[src/rtl/fpu_pkg.sv]
// Shared FPU definitions: op codes, flag bit positions, canonical NaN.
// Ports: none (package only).
package fpu_pkg;

    typedef enum logic {
        FADD_OP_ADD = 1'b0,
        FADD_OP_SUB = 1'b1
    } fadd_op_e;

    localparam int FLAGS_W = 4;
    localparam int FLAG_NX = 0;
    localparam int FLAG_UF = 1;
    localparam int FLAG_OF = 2;
    localparam int FLAG_NV = 3;

    // Quiet NaN: sign 0, exponent all-ones, mantissa MSB only.
    // Returned wide; callers truncate to 1+exp_w+man_w bits.
    function automatic logic [63:0] canon_qnan(
        input int exp_w,
        input int man_w
    );
        logic [63:0] one;
        one = 64'd1;
        return (((one << exp_w) - one) << man_w)
             | (one << (man_w - 1));
    endfunction

endpackage

[src/rtl/fpu_lzc.sv]
// Leading-zero counter; returns WIDTH for an all-zero input.
// Ports: in_vec (WIDTH), cnt (CNT_W).
module fpu_lzc #(
    parameter int WIDTH = 27,
    parameter int CNT_W = $clog2(WIDTH + 1)
) (
    input  logic [WIDTH-1:0] in_vec,
    output logic [CNT_W-1:0] cnt
);

    // Scan upward so the highest set bit wins.
    always_comb begin
        cnt = CNT_W'(WIDTH);
        for (int i = 0; i < WIDTH; i++) begin
            if (in_vec[i]) cnt = CNT_W'(WIDTH - 1 - i);
        end
    end

endmodule

[src/rtl/fpu_addsub_pipe.sv]
// 3-stage float add/sub: align, add, normalise/round.
// Ports: valid/ready in (op, a, b, tag), valid/ready out.
module fpu_addsub_pipe
    import fpu_pkg::*;
#(
    parameter int EXP_W = 8,
    parameter int MAN_W = 23,
    parameter int TAG_W = 4
) (
    input  logic                   clk,
    input  logic                   rst_n,
    input  logic                   in_valid,
    output logic                   in_ready,
    input  logic                   in_op,
    input  logic [EXP_W+MAN_W:0]   in_a,
    input  logic [EXP_W+MAN_W:0]   in_b,
    input  logic [TAG_W-1:0]       in_tag,
    output logic                   out_valid,
    input  logic                   out_ready,
    output logic [EXP_W+MAN_W:0]   out_result,
    output logic [TAG_W-1:0]       out_tag,
    output logic [3:0]             out_flags
);

    localparam int W     = 1 + EXP_W + MAN_W;
    localparam int SIG_W = MAN_W + 4;
    localparam int SUM_W = SIG_W + 1;
    localparam int EW    = EXP_W + 2;
    localparam int LZ_W  = $clog2(SIG_W + 1);

    localparam logic [W-1:0] QNAN = W'(canon_qnan(EXP_W, MAN_W));
    localparam logic [EXP_W-1:0] EXP_MAX = '1;
    localparam logic [EXP_W-1:0] FAR = EXP_W'(MAN_W + 3);
    localparam logic signed [EW-1:0] E_INF = EW'({2'b00, EXP_MAX});

    typedef struct packed {
        logic              sp;
        logic [W-1:0]      sp_res;
        logic [3:0]        sp_flags;
        logic              sign;
        logic              eff_sub;
        logic [EXP_W-1:0]  exp;
        logic [SIG_W-1:0]  sig_l;
        logic [SIG_W-1:0]  sig_s;
        logic [TAG_W-1:0]  tag;
    } s1_t;

    typedef struct packed {
        logic              sp;
        logic [W-1:0]      sp_res;
        logic [3:0]        sp_flags;
        logic              sign;
        logic              eff_sub;
        logic [EXP_W-1:0]  exp;
        logic [SUM_W-1:0]  sum;
        logic [TAG_W-1:0]  tag;
    } s2_t;

    s1_t s1_d, s1_q;
    s2_t s2_d, s2_q;
    logic v1, v2, v3;
    logic accept, ld2, ld3, adv3;

    // Handshake: each stage refills when it empties in the same cycle.
    assign adv3      = v3 & out_ready;
    assign ld3       = v2 & (~v3 | adv3);
    assign ld2       = v1 & (~v2 | ld3);
    assign in_ready  = ~v1 | ld2;
    assign accept    = in_valid & in_ready;
    assign out_valid = v3;

    // ---------------- S1: unpack, specials, align
    logic             sa, sb;
    logic [EXP_W-1:0] ea, eb;
    logic [MAN_W-1:0] ma, mb;
    logic             a_nan, b_nan, a_inf, b_inf, a_zero, b_zero;
    logic             inf_inf, a_big, far;
    logic [W-2:0]     mag_a, mag_b;
    logic [SIG_W-1:0] sig_a, sig_b, sig_l, sig_s_raw, sig_s;
    logic [EXP_W-1:0] exp_l, exp_s, exp_d;
    logic [2*SIG_W-1:0] wide;

    assign {sa, ea, ma} = in_a;
    assign eb = in_b[W-2:MAN_W];
    assign mb = in_b[MAN_W-1:0];
    assign sb = in_b[W-1] ^ in_op;

    assign a_nan  = (&ea) & (|ma);
    assign b_nan  = (&eb) & (|mb);
    assign a_inf  = (&ea) & ~(|ma);
    assign b_inf  = (&eb) & ~(|mb);
    assign a_zero = ~(|ea);
    assign b_zero = ~(|eb);
    assign inf_inf = a_inf & b_inf & (sa ^ sb);

    // Denormals flush to zero before any comparison.
    assign mag_a = a_zero ? '0 : in_a[W-2:0];
    assign mag_b = b_zero ? '0 : in_b[W-2:0];
    assign sig_a = a_zero ? '0 : {1'b1, ma, 3'b000};
    assign sig_b = b_zero ? '0 : {1'b1, mb, 3'b000};
    assign a_big = mag_a >= mag_b;

    assign exp_l     = a_big ? ea : eb;
    assign exp_s     = a_big ? eb : ea;
    assign sig_l     = a_big ? sig_a : sig_b;
    assign sig_s_raw = a_big ? sig_b : sig_a;
    assign exp_d     = exp_l - exp_s;
    assign far       = exp_d >= FAR;

    // Bits shifted past the sticky position are ORed back into it.
    assign wide  = {sig_s_raw, {SIG_W{1'b0}}} >> exp_d;
    assign sig_s = far
        ? {{(SIG_W-1){1'b0}}, |sig_s_raw}
        : wide[2*SIG_W-1:SIG_W]
          | {{(SIG_W-1){1'b0}}, |wide[SIG_W-1:0]};

    always_comb begin
        s1_d         = '0;
        s1_d.tag     = in_tag;
        s1_d.eff_sub = sa ^ sb;
        s1_d.sign    = a_big ? sa : sb;
        s1_d.exp     = exp_l;
        s1_d.sig_l   = sig_l;
        s1_d.sig_s   = sig_s;
        if (a_nan || b_nan || inf_inf) begin
            s1_d.sp     = 1'b1;
            s1_d.sp_res = QNAN;
            s1_d.sp_flags[FLAG_NV] = inf_inf;
        end else if (a_inf) begin
            s1_d.sp     = 1'b1;
            s1_d.sp_res = {sa, EXP_MAX, {MAN_W{1'b0}}};
        end else if (b_inf) begin
            s1_d.sp     = 1'b1;
            s1_d.sp_res = {sb, EXP_MAX, {MAN_W{1'b0}}};
        end
    end

    // ---------------- S2: effective add/subtract
    always_comb begin
        s2_d          = '0;
        s2_d.sp       = s1_q.sp;
        s2_d.sp_res   = s1_q.sp_res;
        s2_d.sp_flags = s1_q.sp_flags;
        s2_d.sign     = s1_q.sign;
        s2_d.eff_sub  = s1_q.eff_sub;
        s2_d.exp      = s1_q.exp;
        s2_d.tag      = s1_q.tag;
        s2_d.sum      = s1_q.eff_sub
            ? {1'b0, s1_q.sig_l} - {1'b0, s1_q.sig_s}
            : {1'b0, s1_q.sig_l} + {1'b0, s1_q.sig_s};
    end

    // ---------------- S3: normalise, round, pack
    logic [LZ_W-1:0]         lz;
    logic [SIG_W-1:0]        norm;
    logic signed [EW-1:0]    e_n, e_r;
    logic                    lsb, grd, stk, rnd_up;
    logic [MAN_W+1:0]        rnd;
    logic [MAN_W-1:0]        frac;
    logic [W-1:0]            res;
    logic [3:0]              flags;

    fpu_lzc #(
        .WIDTH (SIG_W),
        .CNT_W (LZ_W)
    ) u_lzc (
        .in_vec (s2_q.sum[SIG_W-1:0]),
        .cnt    (lz)
    );

    always_comb begin
        if (s2_q.sum[SUM_W-1]) begin
            norm = s2_q.sum[SUM_W-1:1]
                 | {{(SIG_W-1){1'b0}}, s2_q.sum[0]};
            e_n  = EW'({2'b00, s2_q.exp}) + EW'(1);
        end else begin
            norm = s2_q.sum[SIG_W-1:0] << lz;
            e_n  = EW'({2'b00, s2_q.exp}) - EW'(lz);
        end
    end

    assign lsb    = norm[3];
    assign grd    = norm[2];
    assign stk    = norm[1] | norm[0];
    assign rnd_up = grd & (stk | lsb);
    assign rnd    = {1'b0, norm[SIG_W-1:3]} + (MAN_W+2)'(rnd_up);
    assign e_r    = e_n + EW'(rnd[MAN_W+1]);
    assign frac   = rnd[MAN_W+1] ? rnd[MAN_W:1] : rnd[MAN_W-1:0];

    always_comb begin
        res   = '0;
        flags = '0;
        if (s2_q.sp) begin
            res   = s2_q.sp_res;
            flags = s2_q.sp_flags;
        end else if (s2_q.sum == '0) begin
            // Cancellation gives +0; only -0 + -0 keeps the sign.
            res[W-1] = s2_q.sign & ~s2_q.eff_sub;
        end else if (e_r >= E_INF) begin
            res = {s2_q.sign, EXP_MAX, {MAN_W{1'b0}}};
            flags[FLAG_OF] = 1'b1;
            flags[FLAG_NX] = 1'b1;
        end else if (e_r <= 0) begin
            res[W-1] = s2_q.sign;
            flags[FLAG_UF] = 1'b1;
            flags[FLAG_NX] = 1'b1;
        end else begin
            res = {s2_q.sign, e_r[EXP_W-1:0], frac};
            flags[FLAG_NX] = grd | stk;
        end
    end

    always_ff @(posedge clk or negedge rst_n) begin
        if (!rst_n) begin
            v1         <= 1'b0;
            v2         <= 1'b0;
            v3         <= 1'b0;
            s1_q       <= '0;
            s2_q       <= '0;
            out_result <= '0;
            out_tag    <= '0;
            out_flags  <= '0;
        end else begin
            if (accept) s1_q <= s1_d;
            if (ld2) s2_q <= s2_d;
            if (ld3) begin
                out_result <= res;
                out_tag    <= s2_q.tag;
                out_flags  <= flags;
            end
            v1 <= accept | (v1 & ~ld2);
            v2 <= ld2 | (v2 & ~ld3);
            v3 <= ld3 | (v3 & ~adv3);
        end
    end

endmodule
[config.mk]
export PLATFORM = sky130hd
export DESIGN_NAME = fpu_addsub_pipe
export DESIGN_NICKNAME = d
export VERILOG_FILES = /design/src/rtl/fpu_pkg.sv /design/src/rtl/fpu_lzc.sv /design/src/rtl/fpu_addsub_pipe.sv
export SDC_FILE = /design/constraint.sdc
export NUM_CORES = 1
export LEC_CHECK = 0
export CAP_MARGIN = 20
export CELL_PAD_IN_SITES_DETAIL_PLACEMENT = 1
export CELL_PAD_IN_SITES_GLOBAL_PLACEMENT = 2
export CORE_ASPECT_RATIO = 1.2
export CORE_MARGIN = 5
export CORE_UTILIZATION = 36
export CTS_BUF_LIST = sky130_fd_sc_hd__clkbuf_8 sky130_fd_sc_hd__clkbuf_16
export DETAILED_ROUTE_END_ITERATION = 7
export PLACE_DENSITY_LB_ADDON = 0.1
export SYNTH_ARGS = -nofsm -noshare
export SYNTH_HDL_FRONTEND = slang
export SYNTH_HIERARCHICAL = 1
export SYNTH_SLANG_ARGS = --single-unit
[constraint.sdc]
create_clock -name clk -period 9 [get_ports clk]
set_input_delay 1.8 -clock clk [delete_from_list [all_inputs] [get_ports clk]]
set_output_delay 1.8 -clock clk [all_outputs]
set_load 0.05 [all_outputs]
Word level (Yosys, flattened, before mapping)
Index checks and enable logic that the tools add are counted.
{"block": "totals", "latch_bits": 0, "mem_bits_ro": 0, "inputBits": 73, "regBits": 221, "word_cells": 142, "mem_bits_rw": 0, "memories": 0}
{"block": "classes", "n_bitwise": 37, "n_mul": 0, "eq_ne": 0, "muxes": 58, "n_div": 0, "n_shift": 2, "addsub": 7, "n_reduce_logical": 11, "order_cmp": 4}
{"operator": "2-to-1 mux 27 bit", "count": 6}
{"operator": "2-to-1 mux 31 bit", "count": 5}
{"operator": "2-to-1 mux 33 bit", "count": 3}
{"operator": "2-to-1 mux 5 bit", "count": 16}
{"operator": "OR 27 x 1 -> 27 bit", "count": 2}
{"operator": "OR reduction 27 bit", "count": 2}
{"operator": ">> shifter 54 x 8 -> 54 bit", "count": 1}
{"operator": "OR reduction 23 bit", "count": 2}
{"operator": "2-to-1 mux 32 bit", "count": 1}
{"operator": "2-to-1 mux 4 bit", "count": 8}
{"operator": ">= comparator 31 bit", "count": 1}
{"operator": "adder 27 x 27 -> 28 bit", "count": 1}
{"operator": "zero test 28 bit", "count": 1}
{"operator": "2-to-1 mux 28 bit", "count": 1}
{"operator": "subtractor 27 x 27 -> 28 bit", "count": 1}
{"operator": "<< shifter 27 x 5 -> 27 bit", "count": 1}
{"operator": "adder 24 x 1 -> 25 bit", "count": 1}
{"operator": "2-to-1 mux 23 bit", "count": 1}
{"operator": "2-to-1 mux 8 bit", "count": 2}
{"operator": "AND reduction 8 bit", "count": 2}
{"operator": "OR reduction 8 bit", "count": 2}
{"operator": "AND 1 bit", "count": 15}
{"operator": "adder 10 x 1 -> 10 bit", "count": 1}
{"operator": ">= comparator 10 x 9 -> 1 bit, second input constant", "count": 1}
{"operator": "other kinds (13)", "count": 42}

Logic depth before layout (Yosys ltp)
Gate-level depths: netlist of the first run.
{"block": "logic_depth", "depth_word": 39, "mapped_depth": 33, "ltp_nobuf": 28}

Hierarchy
Netlist of the first run, hierarchy kept.
{"module": "fpu_addsub_pipe", "seq_area_each_um2": 3953.8, "area_each_um2": 15237.1, "cells_each": 1895, "n_inst": 1}
{"module": "fpu_lzc", "seq_area_each_um2": 0.0, "area_each_um2": 277.8, "cells_each": 51, "n_inst": 1}

Least setup slack after synthesis of the first run
No wires, ideal clock.
{"block": "synth_path", "kind": "input to register", "from": "input in_a[26]", "to": "register s1_q[4] in the netlist's numbering", "required_time_ps": 8876, "n_path_buf": 5, "cell_stages": 25, "setup_ps": 124, "path_slack_ps": 1501, "t_arrival_ps": 7375, "cell_sequence": "clkbuf_1 > nor4_1 > nand2_1 > clkbuf_1 > and2_1 > ha_1 > nand4_1 > nor4_2 > a2111oi_4 > a21o_1 > buf_6 > a211oi_2 > nor2_1 > ha_1 > inv_2 > clkbuf_1 > clkbuf_1 > mux4_2 > nor3_1 > o21ai_1 > o221ai_1 > nand4_1 > a221oi_2 > nor2_1 > o31a_1"}
{"block": "synth_via", "elab_chain_len": 9, "word_cells_on_any_way": 14}
{"item": "start: declaration", "line_no": "fpu_addsub_pipe.sv:15", "rtl": "input logic [EXP_W+MAN_W:0] in_a,"}
{"item": "OR reduction 8 bit", "line_no": "fpu_addsub_pipe.sv:92", "rtl": "assign a_zero = ~(|ea);"}
{"item": "2-to-1 mux 31 bit", "line_no": "fpu_addsub_pipe.sv:97", "rtl": "assign mag_a = a_zero ? '0 : in_a[W-2:0];"}
{"item": ">= comparator 31 bit", "line_no": "fpu_addsub_pipe.sv:101", "rtl": "assign a_big = mag_a >= mag_b;"}
{"item": "2-to-1 mux 8 bit (on tied branches)", "line_no": "fpu_addsub_pipe.sv:103, fpu_addsub_pipe.sv:104"}
{"item": "subtractor 8 bit", "line_no": "fpu_addsub_pipe.sv:107", "rtl": "assign exp_d = exp_l - exp_s;"}
{"item": ">> shifter 54 x 8 -> 54 bit", "line_no": "fpu_addsub_pipe.sv:111", "rtl": "assign wide = {sig_s_raw, {SIG_W{1'b0}}} >> exp_d;"}
{"item": "OR reduction 27 bit", "line_no": "fpu_addsub_pipe.sv:115", "rtl": "| {{(SIG_W-1){1'b0}}, |wide[SIG_W-1:0]};"}
{"item": "OR 27 x 1 -> 27 bit", "line_no": "fpu_addsub_pipe.sv:115"}
{"item": "2-to-1 mux 27 bit *", "line_no": "fpu_addsub_pipe.sv:113", "rtl": "? {{(SIG_W-1){1'b0}}, |sig_s_raw}"}
{"item": "end signal: assignment", "line_no": "fpu_addsub_pipe.sv:218", "rtl": "s1_q <= '0;"}
{"item": "end signal: assignment", "line_no": "fpu_addsub_pipe.sv:224", "rtl": "if (accept) s1_q <= s1_d;"}
{"item": "end: declaration", "line_no": "fpu_addsub_pipe.sv:59", "rtl": "s1_t s1_d, s1_q;"}
Mark *: on every way between the ends. The rest lies on a longest branch, timed or not.
A chain may end at the register's enable or synchronous reset.

Worst setup path after layout of the first run
Same ends and word-level chain as after synthesis.

==> results.toml, run 1 <==
[clock_tree]
clk_latency_ps = 440
holdBufCountCts = 0
clk_pin_slew_worst_paths_ps = 70
cts_tree = "done"
cts_buffers = 17
cts.path.max_buffers = 2
clock-sinks = 158
postCtsSetupRepairBufs = 0
htreeDepth = 4
ctsRootBufferMaster = "clkbuf_16"
cts_resized = 0

[routing]
vias = 15100
drc = 0
antenna_left = 0
first_pass_iters = 5
vias_per_cell = 5.85
wl_per_cell_um = 22.6
routed_wl_um = 58300
drt_iter0_drc = 717

[critical_path]
required_ps = 9330
timing.rr.start = "s2_q[7]"
cp.arrival_ps = 8640
crit_start = "in_a[26]"
critPathKind = "in2reg"
crit_path_start_kind = "primary input"
crit_fanout = 26
cp-end-kind = "flip-flop"

[logic_synthesis]
ys_types = 98
synth-seq-cells = 158
synth_edf_count = 0
syn_avg_cell_area_sq_um = 7.97
ys_async_sr_fraction_pct = 100
synthTopCellsByArea = "dfrtp_1 (25%), nand2_1 (9.0%), mux4_2 (6.2%)"
synthFlopType = "dfrtp_1"
synth.yosys.seq_area_share_pct = 25.5
yosys.area.top_type = "dfrtp_1"
synth.top_cell.area_share_pct = 25.5
synth_most_common_cell = "nand2_1"
synth_warnings = 6
syn_nets = 2087
synth_common_cells = "nand2_1 (374), dfrtp_1 (158), nor2_1 (146)"
synthCells = 1946
synth_area_sq_um = 15500

[timing]
hold_viol = 0
fin_crit_sh_pct = 92.4
rsz0062_at_grt = "false"
maxSlewViolCount = 0
period_minus_slack_ps = 8320
skew_ps = 9.00
holdWs_ps = 468
tightestPinTransition_ps = 1040
fin_tns_setup_ps = 0
slew_headroom_pct = 30.5
finalSetupViolCount = 0
max_freq_mhz = 120

[power_and_ir_drop]
p_sw_share_pct = 49.9
comb_power_share_pct = 64.3
seqPwrFrac_pct = 22.0
peakVddDrop_mv = 0.185
p_int_uw = 2730
leakage_uw = 0.00745
power_uw = 5450
power.share.clock_pct = 13.7
switchingPower_uw = 2720
powerDensity_nw_per_um2 = 305

[placed_design]
dpl.hpwl_um = 46600
gp_congestion = 0.906
io_buffer_count = 114

[finish]
final_nets = 2155
layout-drive-gt1-share_pct = 10.8
area_growth_pct = 15.3
antennaDiodeCount = 0
num-fill-cells = 5126

[job]
cap_violations = 0

[global_routing]
grt_max_degree = 103
grtUsageTotal_pct = 24.5
grt_pass1_wl_um = 92200
grt_pass1_vias = 15800
grt.overflow.total = 0
antenna_found_initial = 0

[run_status]
status = "finished, final reports clean"

[worst_hold_path]
hp-class = "reg2reg"
hp-start = "s2_q[0]"

[floorplanning]
die_w_um = 200
die-area_sq_um = 47400
chipHeight_um = 237
core.rowCount = 83
start_util_pct = 36.3
core_region_area_sq_um = 42700
pin_count = 115
==> area by class of cell <==
| type | instances | area [sq um] | share of cell area [%] |
|---|---|---|---|
| clock inverters | 15 | 178 | 0.993 |
| flip-flops and latches | 158 | 3950 | 22.1 |
| repair buffers | 172 | 1580 | 8.82 |
| multi-input cells | 1614 | 10900 | 60.8 |
| clock buffers | 17 | 425 | 2.38 |
| well taps | 552 | 691 | 3.86 |
| inverters | 51 | 191 | 1.07 |
==> kinds of logic after synthesis <==
kind of cell    count (synthesis)  synth area share [%]
mux                           135                  12.7
xor+xnor                       90                  5.20
flops                         158                  25.5
simple gates                  841                  25.5
compound gates                480                  20.7
buf+inv                       174                  4.83
fa+ha+maj                      68                  5.53
==> path summary, 6_finish.rpt <==
check                           slack, ps  cells past startpoint        endpoint
worst max-delay path                  680                     24         s1_q[4]
worst min-delay path                  470                      2      out_tag[0]
worst max register to register       1460                     25  out_result[10]
worst min register to register        470                      2      out_tag[0]
max in group asynchronous            6270                      2         s1_q[9]
min in group asynchronous            1410                      1        s2_q[28]
==> registers in the layout, indices dropped and copies added (netlist names) <==
signal      cells
v1              1
out_tag         4
out_flags       4
out_valid       1
s1_q           69
out_result     32
v2              1
s2_q           46
==> power groups by stage <==
stage                     Sequential (uW)  Clock, uW  Combinational [uW]
after floorplan                      1280          0                2350
after global placement               1200          0                3450
after detailed placement             1210          0                3490
after CTS                            1190        771                3520
after global routing                 1230        803                3810
final                                1200        746                3500
==> routing by layer <==
layer	global-route usage (%)	part of all wire, %
met2	44.0	51
met4	10.7	4.8
met3	2.42	2.6
met5	0	0
met1	29.5	41
==> cell usage in the layout (no fill, tap or decap), types with 13 or more instances in the layout <==
cell type	synthesis	final
mux4_2	43	43
nor4_1	35	35
a22o_1	18	18
clkdlybuf4s50_1	0	113
and3_1	17	17
nand2b_1	22	22
o21ai_0	109	109
o21a_1	14	14
nor2_1	146	146
dfrtp_1	158	158
nand4_1	22	22
a31oi_1	18	18
inv_1	48	49
nand3_1	62	62
nor3_1	39	39
nand2_1	374	371
o31ai_1	17	17
mux2_2	37	37
xor2_1	24	23
mux2i_1	51	51
or3_1	13	13
ha_1	67	67
a21o_1	14	14
clkbuf_16	0	17
a21oi_1	142	141
buf_4	5	58
a211oi_1	25	25
and2_1	37	38
nor2b_1	18	18
xnor2_1	65	64
==> stage by stage <==
stage | setup slack (ps) | instance area (sq um) | utilization (%) | cells
after floorplan | 1500 | 15500 | - | 1946
after global placement | 516 | 17300 | 40.5 | 2546
after detailed placement | 252 | 17300 | 40.5 | 2546
after CTS | 718 | 17900 | 41.9 | 2578
after global routing | 402 | 17900 | 41.9 | 2579
final | 684 | 17900 | 41.9 | 2579
==> worst max-delay path, stage by stage <==
cell and delay [ps]:
clkdlybuf4s50_1 590, nor4_1 450, nand2_1 120, buf_4 240
and2_1 210, ha_1 310, nand4_1 250, nor4_2 580
a2111oi_4 160, a21o_1 320, a211oi_2 470, nor2_1 100
ha_1 250, or3_1 390, o211ai_1 310, nor3_4 140
buf_4 210, mux2i_1 140, or3_1 370, a2111oi_2 350
o21ai_1 140, a221oi_2 360, nor2_1 80, o31a_1 280
(Power assumes the default switching activity.)
==> inputs of run 2 (changes only) <==
--- a/config.mk
+++ b/config.mk
@@ -13,6 +13,7 @@
 export CORE_UTILIZATION = 36
 export CTS_BUF_LIST = sky130_fd_sc_hd__clkbuf_8 sky130_fd_sc_hd__clkbuf_16
 export DETAILED_ROUTE_END_ITERATION = 7
+export GPL_TIMING_DRIVEN = 0
 export PLACE_DENSITY_LB_ADDON = 0.1
 export SYNTH_ARGS = -nofsm -noshare
 export SYNTH_HDL_FRONTEND = slang
==> run 2 against run 1 <==
- fmax fell by 3.3%
- worst setup slack got worse by 280 ps
- power rose by 4.0%
- combinational power rose by 6.3%
- hold slack improved by 11 ps
- clock skew rose by 3.4 ps
- first-iteration DRC count fell by 7.5%
- flip-flop and latch count did not move
==> results.toml, run 2 (same netlist as run 1, synthesis figures left out) <==
[placed_design]
gp_congestion = 0.971
io_buffer_count = 105
pre_cts_ws_ps = -845
dpl.hpwl_um = 55400

[timing]
fin_ws_ps = 399
rsz0062_at_grt = "false"
holdWs_ps = 479
fin_crit_sh_pct = 95.6
slew_headroom_pct = 32.2
hold_viol = 0
maxSlewViolCount = 0
tightestPinTransition_ps = 1010
max_freq_mhz = 116
period_minus_slack_ps = 8600
finalSetupViolCount = 0
skew_ps = 12.4

[power_and_ir_drop]
leakage_uw = 0.00740
peakVddDrop_mv = 0.186
powerDensity_nw_per_um2 = 316

[clock_tree]
holdBufCountCts = 0
clk_latency_ps = 450
cts_tree = "done"
htreeDepth = 4
cts.path.max_buffers = 2
clk_pin_slew_worst_paths_ps = 70
cts_buffers = 17
postCtsSetupRepairBufs = 0
ctsRootBufferMaster = "clkbuf_16"
clock-sinks = 158

[routing]
drt_iter0_drc = 663
antenna_left = 0
drc = 0
wl_per_cell_um = 25.5
vias = 15700
vias_per_cell = 5.94
first_pass_iters = 4
routed_wl_um = 67100

[floorplanning]
die-area_sq_um = 47400
chipHeight_um = 237
core.rowCount = 83
die_w_um = 200
start_util_pct = 36.3
core_region_area_sq_um = 42700
pin_count = 115

[finish]
reg.largest.list = "s1_q: 69 flops, s2_q: 46 flops, out_result: 32 flops"
mostFrequentLayoutCell = "nand2_1"
num-fill-cells = 5189
mostFrequentLayoutCells = "nand2_1 (374), dfrtp_1 (158), nor2_1 (146)"
final_nets = 2211
regArea_sq_um = 3950
top_register = "s1_q"
antennaDiodeCount = 0
layout-drive-gt1-share_pct = 9.03
multiInputGateArea_sq_um = 10800
area_growth_pct = 15.5
largest_reg_flops = 69

[global_routing]
grt_pass1_vias = 16600
antenna_found_initial = 0
grt_max_degree = 114
grt.overflow.total = 0
grtUsageTotal_pct = 28.2
grt_pass1_wl_um = 103000

[critical_path]
cp.arrival_ps = 8930
crit_fanout = 10
crit_path_start_kind = "primary input"
critPathKind = "in2reg"
cp_slowest_cell = "a2111oi_4"
cp-end-kind = "flip-flop"
critPathMaxStageDelay_ps = 710
required_ps = 9330

[job]
cap_violations = 0

[run_status]
status = "finished, final reports clean"

[worst_hold_path]
hp-class = "reg2reg"
run 2: cell count changes in the layout (fill, tap and decap cells not counted), sizes merged:
cell	change
clkinvlp	-2
clkbuf	+84
buf	-19
clkdlybuf4s50	-9
clkinv	+2
run 2: timing repair:
action	4_1_cts	5_1_grt
pin swaps	0	0
setup endpoints to repair	1	2
resized for setup	4	3
run 2: path summary, 6_finish.rpt:
| check | from | endpoint | slack [ps] | depth (start not counted) |
|---|---|---|---|---|
| worst min register to register | out_flags[3] | out_flags[3] | 480 | 2 |
| worst max-delay path | in_a[25] | s1_q[4] | 400 | 25 |
| worst max register to register | s2_q[7] | out_result[21] | 750 | 30 |
| max in group asynchronous | rst_n | s2_q[41] | 6850 | 2 |
| worst min-delay path | out_flags[3] | out_flags[3] | 480 | 2 |
| min in group asynchronous | rst_n | out_result[13] | 1250 | 1 |
run 2: metrics by stage:
| stage | setup TNS [ps] | power (uW) | std cells | instance area [sq um] | util (%) |
|---|---|---|---|---|---|
| after floorplan | 0 | 3630 | 1946 | 15500 | - |
| after CTS | 0 | 5670 | 2636 | 17900 | 42.0 |
| after detailed placement | -3480 | 4880 | 2604 | 17300 | 40.5 |
| final | 0 | 5660 | 2635 | 17900 | 42.0 |
| after global routing | 0 | 6010 | 2635 | 17900 | 42.0 |
| after global placement | -87540 | 4820 | 2603 | 17300 | 40.4 |
run 2: final cells by class:
type,count,area share (%)
Sequential cell,158,22.1
Inverter,51,1.07
Timing Repair Buffer,107,6.07
Tap cell,552,3.85
Clock inverter,15,1.08
Clock buffer,17,2.37
Multi-Input combinational cell,1614,60.4
Buffer,121,3.08
run 2: per-layer routing:
layer	global-route usage [%]	wire length, um
met2	51.2	35000
met3	2.67	1750
met1	31.6	25600
met4	16.6	4780
met5	0	0
run 2: critical path, delay by kind of cell:
| family | cells | cell delay, ps |
|---|---|---|
| and+or+nand+nor | 7 | 2070 |
| buffers and inverters | 3 | 1050 |
| muxes | 1 | 440 |
| adders and majority gates | 2 | 600 |
| AOI/OAI and AO/OA | 12 | 2960 |
run 2: power by group:
part	leakage [uW]	internal, uW	switching, uW	total (uW)
combinational	0.00512	1430	2290	3720
clock	0.000307	424	339	762
sequential	0.00198	889	295	1180
total	0.00740	2740	2920	5660
==> inputs of run 3 (changes only) <==
--- a/config.mk
+++ b/config.mk
@@ -15,6 +15,7 @@
 export DETAILED_ROUTE_END_ITERATION = 7
 export GPL_TIMING_DRIVEN = 0
 export PLACE_DENSITY_LB_ADDON = 0.1
+export SKIP_LAST_GASP = 1
 export SYNTH_ARGS = -nofsm -noshare
 export SYNTH_HDL_FRONTEND = slang
 export SYNTH_HIERARCHICAL = 1
==> results of run 3 <==
Same layout as run 2: the final DEF is identical, and so are final timing and power.
